--- src/rtl/ahb_sram_bridge.sv ---
// ahb_sram_bridge: AHB-Lite slave front end for a single-port synchronous SRAM
// (1-cycle registered read). Zero wait states for reads and writes.
// A one-entry write buffer holds write data whose data phase collides with a
// read address phase; buffered lanes are forwarded to later reads of the word.
// Optional feature macro: AHB_SRAM_RANGE_CHECK_EN -- accesses at or above
// MEM_WORDS are not issued and receive a two-cycle ERROR response.
module ahb_sram_bridge #(
  parameter int AW        = 18,
  parameter int MEM_WORDS = 65536
) (
  input  logic          HCLK,
  input  logic          HRESET,
  input  logic          HSEL,
  input  logic          HREADY,
  input  logic [1:0]    HTRANS,
  input  logic [2:0]    HSIZE,
  input  logic          HWRITE,
  input  logic [AW-1:0] HADDR,
  input  logic [31:0]   HWDATA,
  output logic          HREADYOUT,
  output logic          HRESP,
  output logic [31:0]   HRDATA,
  output logic [AW-3:0] SRAMADDR,
  output logic [31:0]   SRAMWDATA,
  output logic [3:0]    SRAMWEN,
  output logic          SRAMCS,
  input  logic [31:0]   SRAMRDATA
);

  // Byte-lane enables of a transfer from its size and low address bits.
  function automatic logic [3:0] lane_mask(input logic [2:0] size, input logic [1:0] lo);
    logic [3:0] m;
    case (size)
      3'd0:    m = 4'b0001 << lo;
      3'd1:    m = 4'b0011 << {lo[1], 1'b0};
      default: m = 4'b1111;
    endcase
    return m;
  endfunction

  // Overlay the enabled lanes of the buffered word onto SRAM read data.
  function automatic logic [31:0] lane_merge(input logic [31:0] base, input logic [31:0] ovl,
                                             input logic [3:0] en);
    logic [31:0] r;
    r = base;
    for (int b = 0; b < 4; b++) begin
      if (en[b]) r[8*b +: 8] = ovl[8*b +: 8];
    end
    return r;
  endfunction

  logic [AW-3:0] haddr_word;
  logic [3:0]    hmask;
  logic          acc;
  logic          addr_oor;
  logic          acc_ok;
  logic          rd_acc;
  logic          wr_acc;

  // Address-phase registers (data phase context)
  logic          wr_dp_q, wr_dp_d;
  logic          rd_dp_q, rd_dp_d;
  logic [AW-3:0] ap_addr_q;
  logic [3:0]    ap_mask_q;
  logic [AW-3:0] rd_addr_q;

  // One-entry write buffer
  logic          buf_valid_q, buf_valid_d;
  logic [AW-3:0] buf_addr_q;
  logic [3:0]    buf_mask_q;
  logic [31:0]   buf_data_q;

  logic          wr_issued;
  logic          buf_commit;
  logic          buf_load;
  logic          fwd_hit;
  logic          rd_data_en;

  logic          unused_ok;

  assign haddr_word = HADDR[AW-1:2];
  assign hmask      = lane_mask(HSIZE, HADDR[1:0]);
  assign acc        = HSEL & HREADY & HTRANS[1];

`ifdef AHB_SRAM_RANGE_CHECK_EN
  localparam logic [1:0] ST_OK   = 2'd0;
  localparam logic [1:0] ST_ERR1 = 2'd1;
  localparam logic [1:0] ST_ERR2 = 2'd2;

  logic [1:0] state_q, state_d;
  logic       acc_err;

  assign addr_oor = (32'(haddr_word) >= MEM_WORDS);
  assign acc_err  = acc & addr_oor;

  // Two-cycle ERROR response sequencing for out-of-range transfers.
  always_comb begin
    state_d = state_q;
    case (state_q)
      ST_OK:   if (acc_err) state_d = ST_ERR1;
      ST_ERR1: state_d = ST_ERR2;
      ST_ERR2: state_d = acc_err ? ST_ERR1 : ST_OK;
      default: state_d = ST_OK;
    endcase
  end

  // Error state register.
  always_ff @(posedge HCLK) begin
    if (HRESET) state_q <= ST_OK;
    else        state_q <= state_d;
  end

  assign HREADYOUT  = (state_q != ST_ERR1);
  assign HRESP      = (state_q == ST_ERR1) || (state_q == ST_ERR2);
  assign rd_data_en = rd_dp_q & (state_q == ST_OK);
`else
  assign addr_oor   = 1'b0;
  assign HREADYOUT  = 1'b1;
  assign HRESP      = 1'b0;
  assign rd_data_en = rd_dp_q;
`endif

  assign acc_ok = acc & ~addr_oor;
  assign rd_acc = acc_ok & ~HWRITE;
  assign wr_acc = acc_ok &  HWRITE;

  // SRAM port arbitration: read address phase, then buffer commit, then direct write.
  always_comb begin
    SRAMCS     = 1'b0;
    SRAMWEN    = 4'b0000;
    SRAMADDR   = haddr_word;
    SRAMWDATA  = 32'h0;
    wr_issued  = 1'b0;
    buf_commit = 1'b0;
    if (rd_acc) begin
      SRAMCS   = 1'b1;
      SRAMADDR = haddr_word;
    end else if (buf_valid_q) begin
      SRAMCS     = 1'b1;
      SRAMADDR   = buf_addr_q;
      SRAMWDATA  = buf_data_q;
      SRAMWEN    = buf_mask_q;
      buf_commit = 1'b1;
    end else if (wr_dp_q) begin
      SRAMCS    = 1'b1;
      SRAMADDR  = ap_addr_q;
      SRAMWDATA = HWDATA;
      SRAMWEN   = ap_mask_q;
      wr_issued = 1'b1;
    end
  end

  // A write data phase that lost the SRAM port parks its data in the buffer.
  assign buf_load = wr_dp_q & ~wr_issued;

  // Next-state for control flags.
  always_comb begin
    wr_dp_d     = wr_acc;
    rd_dp_d     = rd_acc;
    buf_valid_d = buf_valid_q;
    if (buf_load)        buf_valid_d = 1'b1;
    else if (buf_commit) buf_valid_d = 1'b0;
  end

  // Control state: the only registers cleared by reset.
  always_ff @(posedge HCLK) begin
    if (HRESET) begin
      wr_dp_q     <= 1'b0;
      rd_dp_q     <= 1'b0;
      buf_valid_q <= 1'b0;
    end else begin
      wr_dp_q     <= wr_dp_d;
      rd_dp_q     <= rd_dp_d;
      buf_valid_q <= buf_valid_d;
    end
  end

  // Address-phase capture and buffer payload; qualified by control flags.
  always_ff @(posedge HCLK) begin
    if (wr_acc) begin
      ap_addr_q <= haddr_word;
      ap_mask_q <= hmask;
    end
    if (rd_acc) begin
      rd_addr_q <= haddr_word;
    end
    if (buf_load) begin
      buf_addr_q <= ap_addr_q;
      buf_mask_q <= ap_mask_q;
      buf_data_q <= HWDATA;
    end
  end

  // Read data phase: SRAM data with any newer buffered lanes overlaid.
  assign fwd_hit = buf_valid_q && (buf_addr_q == rd_addr_q);

  always_comb begin
    HRDATA = 32'h0;
    if (rd_data_en) begin
      HRDATA = fwd_hit ? lane_merge(SRAMRDATA, buf_data_q, buf_mask_q) : SRAMRDATA;
    end
  end

  // HTRANS[0] (SEQ vs NONSEQ) does not change behaviour.
  assign unused_ok = ^{HTRANS[0], (MEM_WORDS > 0)};

endmodule

--- config.mk ---
export PLATFORM = sky130hd
export DESIGN_NAME = ahb_sram_bridge
export DESIGN_NICKNAME = d
export VERILOG_FILES = /design/src/rtl/ahb_sram_bridge.sv
export SDC_FILE = /design/constraint.sdc
export NUM_CORES = 1
export LEC_CHECK = 0
export ABC_CLOCK_PERIOD_IN_PS = 3800
export BUFFER_PORTS_ARGS = -buffer_cell sky130_fd_sc_hd__buf_2
export CAP_MARGIN = 20
export CORE_AREA = 2 2 113 115
export CTS_CLUSTER_SIZE = 30
export DETAILED_ROUTE_END_ITERATION = 7
export DIE_AREA = 0 0 115 117
export GPL_TIMING_DRIVEN = 0
export SLEW_MARGIN = 25
export SYNTH_ARGS = -nofsm -noshare
export SYNTH_HDL_FRONTEND = slang
export SYNTH_SLANG_ARGS = --single-unit
--- constraint.sdc ---
create_clock -name HCLK -period 3.8 [get_ports HCLK]
set_clock_uncertainty 0.2 [all_clocks]
set_input_delay 0.38 -clock HCLK [delete_from_list [all_inputs] [get_ports HCLK]]
set_output_delay 0.38 -clock HCLK [all_outputs]
set_load 0.02 [all_outputs]
==> metrics list, run 1 <==
* Critical path start-end classification: reg2out
- Std-Cell Rows: 41
* Initial antenna violation count: 0
- Sinks on the clock net: 91
- At the worst endpoint, the required time is 3.22 ns.
- Count of buffers added by post-CTS timing repair for setup: 0
- Summing internal, switching and leakage power gives 2.19 mW.
* Mapped Nets: 477
* Area added between synthesis and finish: 30.8%
- Final antenna diode count: 0
* HP Class: in2reg
* Kind of cell with the highest combined delay on the critical path: simple AND/OR/NAND/NOR gates
- Final critical-path required period: 3.33 ns
- The root buffer cell chosen for the clock tree is clkbuf_16.
- H-Tree Level Count: 3
* Slowest cell on the critical path: nor4_1
* Register share of total power: 0.511
- CTS buffer count: 9
- After detailed routing, the average wire length per cell comes to 18.6 um.
- Cell type contributing the most total cell area after synthesis: edfxtp_1
* # IOs: 179
- Summed over all nets, wire length on met3 after detailed routing comes to 841 um.
- Measured on the finished design, the core utilization comes to 0.484.
* Routed vias: 4044
* Insertion delay to the later sink of the worst-skew pair: 0.33 ns
* RSZ-0062 raised after global routing: no
* Hold buffers post-CTS: 0
- Timing would allow up to 300 MHz.
- Die ar.: 0.0135 sq mm
- Width of the die: 115 um
- The worst pin sits at a relative slew slack of 0.552.
- Post-Syn Area: 0.00455 sq mm
- Fin Setup TNS: 0 ns
* Nature of the critical path endpoint: output port
- Maximum number of pins on one net before global-route repair: 41
- Critical Path AT: 2.75 ns
- The detail route stage leaves a number of antenna-violating nets equal to 0.
* Synthesis Warnings: 0
- The netlist uses 35 different library cells.
* WP buf/inv: 3
- DR WL met2: 6650 um
- DR vias/cell: 5.56
* Placed cells: 711
- Hpwl dp: 9830 um
- In the finished design, the share of the clock period the worst path needs comes to 0.876.
- Number of synthesized register bits: 91
* Nets: 664
- The routed design has 13500 um of wire.
* Async SR Flop Fraction: 0
- Clock tree from TritonCTS: yes
* Number of max-cap violations: 0
- For this configuration, the core starts out at a cell density of 0.370.
- Average instance area after synthesis: 11.8 sq um
- The via count of the first global-routing pass was 3961.
- Count of cell instances traversed by the critical path: 8
- The most common cell in the synthesized netlist is edfxtp_1.
- Clock-pin slew was measured on the worst setup and hold paths at 0.07 ns.
* List of most frequent post-synthesis cells: edfxtp_1 (88), a22o_1 (36), a21oi_1 (33), nand4_1 (33), o31ai_1 (32)
* Delay contributed by the slowest stage of the critical path: 0.44 ns
* Net switching component of the power: 0.474 mW
* Remaining global-route overflow: 0
- The worst setup path is launched from a flip-flop.
* Count of input and output buffers: 175
- Along the worst path, the maximum fanout reaches 10.
* Number of DRC violations after detailed routing: 0
* Pleak: 2.36 nW
- The first global-routing pass estimated 20700 um of wire.
- Of the total power, the share spent switching nets is 0.216.
- The max-slew violation count was 0.
- Crit-path cells: xor2_1 -> nor4_1 -> and3_1 -> clkbuf_1 -> buf_2 -> nand4_1 -> a21oi_1 -> buf_2
- The highest metal layer carrying signal wires in the routed design is met4.
* Pwr dens: 367 mW/mm^2
* Combinational cell fraction of total power: 0.079
- The total area inside the core boundary comes to 0.0123 sq mm.
- For this run, the detailed router's first-pass iteration total came to 5.
* Worst hold path cell count: 1
* Flip-flop cell with the highest count after synthesis: edfxtp_1
- The number of cells on the worst reg-to-reg path is 5.
- Final GP Congestion: 0.843
- Setup violations remaining at the end of the flow were counted as 0.
- After the first detailed-routing iteration, the DRC count stood at 298.
* Share of Yosys cell area claimed by the top area cell type: 0.580
- The run finished with clean final reports.
- The internal portion of the total power is 1.72 mW.
- Library cell appearing most often on the critical path: buf_2
* Clock power frac: 0.410
- Worst-Margin Slew: 0.669 ns
- The hold violation total from the final report is 0.
- In this run, post-CTS repair resized a total of 0 instances.
- Height of the chip: 117 um
- Worst voltage drop across the vdd grid: 0.272 mV
- Ratio of cells with drive above 1 in the final layout: 0.367
- Across every metal layer, demand over resource in global routing totals 0.200.
* Largest cells by area after synthesis: edfxtp_1 (58%), a22o_1 (6.9%), o31ai_1 (5.3%)
- Met1 layer wirelength in the final routing: 5820 um
- Sequential element share of the synthesized area: 0.593
* Count of flip-flops with a built-in enable after synthesis: 88
- For this run, the number of standard cells in the final layout without fillers is 727.
* CTS max path bufs: 2
- Counting every instance in the synthesized netlist gives 385.
## path summary, 6_finish.rpt
| kind | from | end | slack [ns] |
|---|---|---|---|
| hold / removal | HWDATA[27] | buf_data_q[27] | 0.03 |
| setup / recovery | buf_addr_q[15] | HRDATA[20] | 0.47 |
| hold reg to reg | ap_addr_q[4] | buf_addr_q[4] | 0.25 |
| setup reg to reg | wr_dp_q | buf_data_q[9] | 0.99 |
## stage by stage
step                setup slack (ns)  hold WS [ns]  cell area [sq um]
floorplan                      0.372         0.227               4550
global placement              -0.689         0.229               5620
detailed placement             0.553         0.235               5650
CTS                            0.173        0.0124               5950
global route                   0.327       0.00968               5960
finish                         0.470        0.0288               5960
## logic make-up after synthesis
logic type,after synthesis,synth area share
and+or+nand+nor,68,0.0907
xor gates and xnor gates,13,0.0250
AOI/OAI and AO/OA,158,0.236
other,2,0.00165
buffers and inverters,53,0.0533
DFF,91,0.593
## power by group through the flow
stage               clock network, mW  logic, mW  registers [mW]
finish                          0.897      0.174            1.12
global placement                    0      0.169            1.14
floorplan                           0     0.0815            1.14
CTS                             0.921      0.175            1.12
detailed placement                  0      0.174            1.14
global route                    0.964      0.191            1.12
## state kept, by name, indices dropped and copies added, names as in the netlist
name,flops
buf_addr_q,16
rd_addr_q,16
ap_addr_q,16
buf_data_q,32
ap_mask_q,4
rd_data_en,1
wr_dp_q,1
buf_valid_q,1
buf_mask_q,4
## routing by layer
metal | up-vias | track usage
met2 | 174 | 0.335
met4 | 0 | 0.0755
met1 | 1932 | 0.262
met5 | - | 0
met3 | 14 | 0.0324
li1 | 1924 | -
## cell type report
cell class | instances | area, sq um
clock buffer | 12 | 246
inverter | 11 | 41.3
clock inverter | 4 | 51.3
tap | 150 | 188
timing repair buffer | 176 | 896
fill | 1189 | 6350
buffer | 42 | 203
multi-input combinational | 241 | 1630
sequential | 91 | 2700
## cells in the final DEF (no fill, tap or decap), drive strengths merged, types with 3 or more instances in the layout
| master | instances |
|---|---|
| o31ai | 32 |
| dfxtp | 3 |
| edfxtp | 88 |
| o21ai | 22 |
| a22o | 36 |
| a22oi | 16 |
| nor2 | 4 |
| a31oi | 16 |
| nand4 | 33 |
| clkinv | 3 |
| xnor2 | 6 |
| xor2 | 7 |
| inv | 10 |
| a21oi | 33 |
| clkbuf | 38 |
| nor2b | 17 |
| buf | 192 |
No activity file was read; power rests on OpenSTA's default activity.
==> run 2: changes to the inputs <==
--- a/config.mk
+++ b/config.mk
@@ -6,12 +6,12 @@
 export NUM_CORES = 1
 export LEC_CHECK = 0
 export ABC_CLOCK_PERIOD_IN_PS = 3800
-export BUFFER_PORTS_ARGS = -buffer_cell sky130_fd_sc_hd__buf_2
 export CAP_MARGIN = 20
 export CORE_AREA = 2 2 113 115
 export CTS_CLUSTER_SIZE = 30
 export DETAILED_ROUTE_END_ITERATION = 7
 export DIE_AREA = 0 0 115 117
+export DONT_BUFFER_PORTS = 1
 export GPL_TIMING_DRIVEN = 0
 export SLEW_MARGIN = 25
 export SYNTH_ARGS = -nofsm -noshare
==> metrics list, run 2 (synthesized netlist as in run 1, its figures left out) <==
- The vertical die dimension was 117 um (unchanged).
- Area added between synthesis and finish: 22.3%
- The number of max-capacitance violations reported came to 0 (unchanged).
- The number of optimization iterations in the first detailed-route pass came to 4 (-1).
- The number of top-level pins came to 179 (unchanged).
* GRT Resource Usage Total: 0.197 (-0.00288)
- The initial antenna violation count is 0 (unchanged).
- The register clock-pin slew on the reported worst setup and hold paths came to 0.07 ns (about the same).
- Sequential cell area: 0.00270 sq mm (unchanged)
- Leaving out fill and tap cells, the most frequent cell in the layout is edfxtp_1.
- The number of endpoints failing setup at the final stage came to 0 (unchanged).
- Count of input and output buffers: 0 (-100%)
- HP Class: in2reg
- Crit-path cells: xor2_1 -> nor4_1 -> and3_1 -> clkbuf_1 -> buf_2 -> nand4_1 -> a21oi_1
- Final antenna diode count: 0 (unchanged)
- The via count of the first global-routing pass came to 3671 (-7.3%).
- The minimum period implied by the final worst setup slack is 3.38 ns (+0.0474 ns).
- Final GP Congestion: 0.782 (-7.3%)
- Width of the die: 115 um (unchanged)
- Pleak: 1.76 nW (-25%)
- Clock tree from TritonCTS: yes
- Final Hold Violating Endpoints: 0 (unchanged)
- Hold buffers post-CTS: 49 (+49)
* Worst voltage drop across the vdd grid: 0.406 mV (+49%)
- Area of combinational cells with multiple inputs: 0.00163 sq mm (unchanged)
- The wire length of the first global-routing pass is 19700 um (-4.4%).
- Sinks on the clock net: 91 (unchanged)
- Leading cell types in the layout, fill and taps excluded: edfxtp_1 (88), dlygate4sd3_1 (49), a22o_1 (36)
- Setup repair after global routing left no endpoint under its margin.
* Remaining global-route overflow: 0 (unchanged)
- The maximum cell stage delay along the critical path came to 0.47 ns (+0.03 ns).
- Insertion delay to the later sink of the worst-skew pair: 0.35 ns (+0.02 ns)
- Std-Cell Rows: 41 (unchanged)
* Max reg flops: 32 (unchanged)
* Starting density of the core: 0.370 (unchanged)
- The proportion of layout cells with a drive suffix above 1 was 0.0820 (-0.285).
* Run status: complete, no violations
* Count of buffers added by post-CTS timing repair for setup: 0 (unchanged)
- The critical path in this run is classified as reg2out.
- Kind of cell with the highest combined delay on the critical path: simple AND/OR/NAND/NOR gates
- The power per standard cell area came to 389 mW/mm^2 (+5.9%).
- The peak clock frequency supported by timing is 296 MHz (-1.4%).
- The worst setup path is launched from a flip-flop.
* Slowest cell on the critical path: a21oi_1
- The tree is rooted in a clkbuf_16.
- Post-detailed-routing wire length: 13500 um (+0.20%)
- The peak fanout along the critical path is 10 (unchanged).
- The core outline area is 0.0123 sq mm (unchanged).
- Die ar.: 0.0135 sq mm (unchanged)
- Hpwl dp: 9260 um (-5.8%)
* CTS buffer count: 9 (unchanged)
- The number of fill cells is 1120 (-5.8%).
* Critical Path AT: 2.80 ns (+0.05 ns)
- First-iteration detailed-routing DRC count: 188 (-37%)
- Number of slew-limit violations in the final report: 0 (unchanged)
- The final routed wire length divided by cell count came to 22.5 um (+21%).
* Number of DRC violations after detailed routing: 0 (unchanged)
- DR vias/cell: 5.92 (+6.4%)
- Routed vias: 3558 (-12%)
- The buffers plus inverters on the worst setup path came to 2 (-1).
* Detail Route Antenna Nets: 0 (unchanged)
* Final Cycle Share: 0.889 (+0.0125)
- After global routing, the most crowded layer is met2.
- The finished layout cell area was 0.00557 sq mm (-6.5%).
- The number of nets in the layout came to 538 (-19%).
- The worst path required time is 3.22 ns (about the same).
- The placed standard-cell area was 0.00478 sq mm (-15%).
- The met2 demand-to-capacity share in global routing is 0.350 (+0.0145).
* Worst-Margin Slew: 0.712 ns (+0.0431 ns)
- Slew Limit Headroom: 0.521 (-0.0307)
- The largest net degree at the start of global routing was 42 (+2.4%).
- The register with the most flip-flops in the final layout is buf_data_q.
- STA classifies the critical path endpoint as an output port.
- The worst-case setup margin in the final layout came to 0.422 ns (-0.0474 ns).
* Met1 track demand over resource in global routing: 0.228 (-0.0346)
- Grt met3 use: 0.0664 (+0.0340)
* Resized cells post-CTS: 0 (unchanged)
- Pre-CTS setup slack: 0.685 ns (+0.131 ns)
* H-Tree Level Count: 3 (unchanged)
- CTS max path bufs: 2 (unchanged)
-- run 2: cell types whose count changed in the layout (fill, tap and decap cells not counted), sizes merged --
| cell | before | now |
|---|---|---|
| clkbuf | 38 | 37 |
| clkinvlp | 1 | 2 |
| buf | 192 | 17 |
| clkinv | 3 | 2 |
| dlygate4sd3 | 0 | 49 |
| inv | 10 | 11 |
-- run 2: final cells by class --
cell class,instances,share of cell area
Sequential cell,91,0.485
Multi-Input combinational cell,241,0.293
Timing Repair Buffer,50,0.0916
Clock buffer,11,0.0418
Buffer,42,0.0364
Tap cell,150,0.0337
Clock inverter,5,0.0112
Inverter,11,0.00741
-- run 2: through the flow --
| stage | power (mW) | setup TNS (ns) | utilization | instances | hold slack [ns] |
|---|---|---|---|---|---|
| 2_1_floorplan | 1.22 | 0 | - | 385 | 0.227 |
| 6_report | 2.17 | 0 | 0.452 | 601 | 0.0602 |
| 3_5_place_dp | 1.24 | 0 | 0.389 | 536 | 0.238 |
| 5_1_grt | 2.24 | 0 | 0.452 | 601 | 0.0546 |
| 4_1_cts | 2.19 | 0 | 0.452 | 601 | 0.0467 |
| 3_3_place_gp | 1.24 | -33.25 | 0.385 | 535 | 0.230 |
-- run 2: worst paths after layout --
| kind | depth (start not counted) | start | slack (ns) | endpoint |
|---|---|---|---|---|
| min reg2reg | 0 | ap_addr_q[5] | 0.25 | buf_addr_q[5] |
| min | 2 | HSIZE[1] | 0.06 | ap_mask_q[0] |
| max | 7 | buf_addr_q[15] | 0.42 | HRDATA[21] |
| max reg2reg | 5 | wr_dp_q | 1.01 | buf_data_q[9] |
-- run 2: power by group --
part,internal (mW),leakage (nW),switching (mW)
Combinational,0.0640,0.800,0.0796
Sequential,1.11,0.822,0.00595
Clock,0.514,0.136,0.391
-- run 2: layer usage --
layer  up-vias  wire (um)
met1      1721       5690
met4         0        157
li1       1668          -
met2       156       6740
met3        13        949
met5         -          0
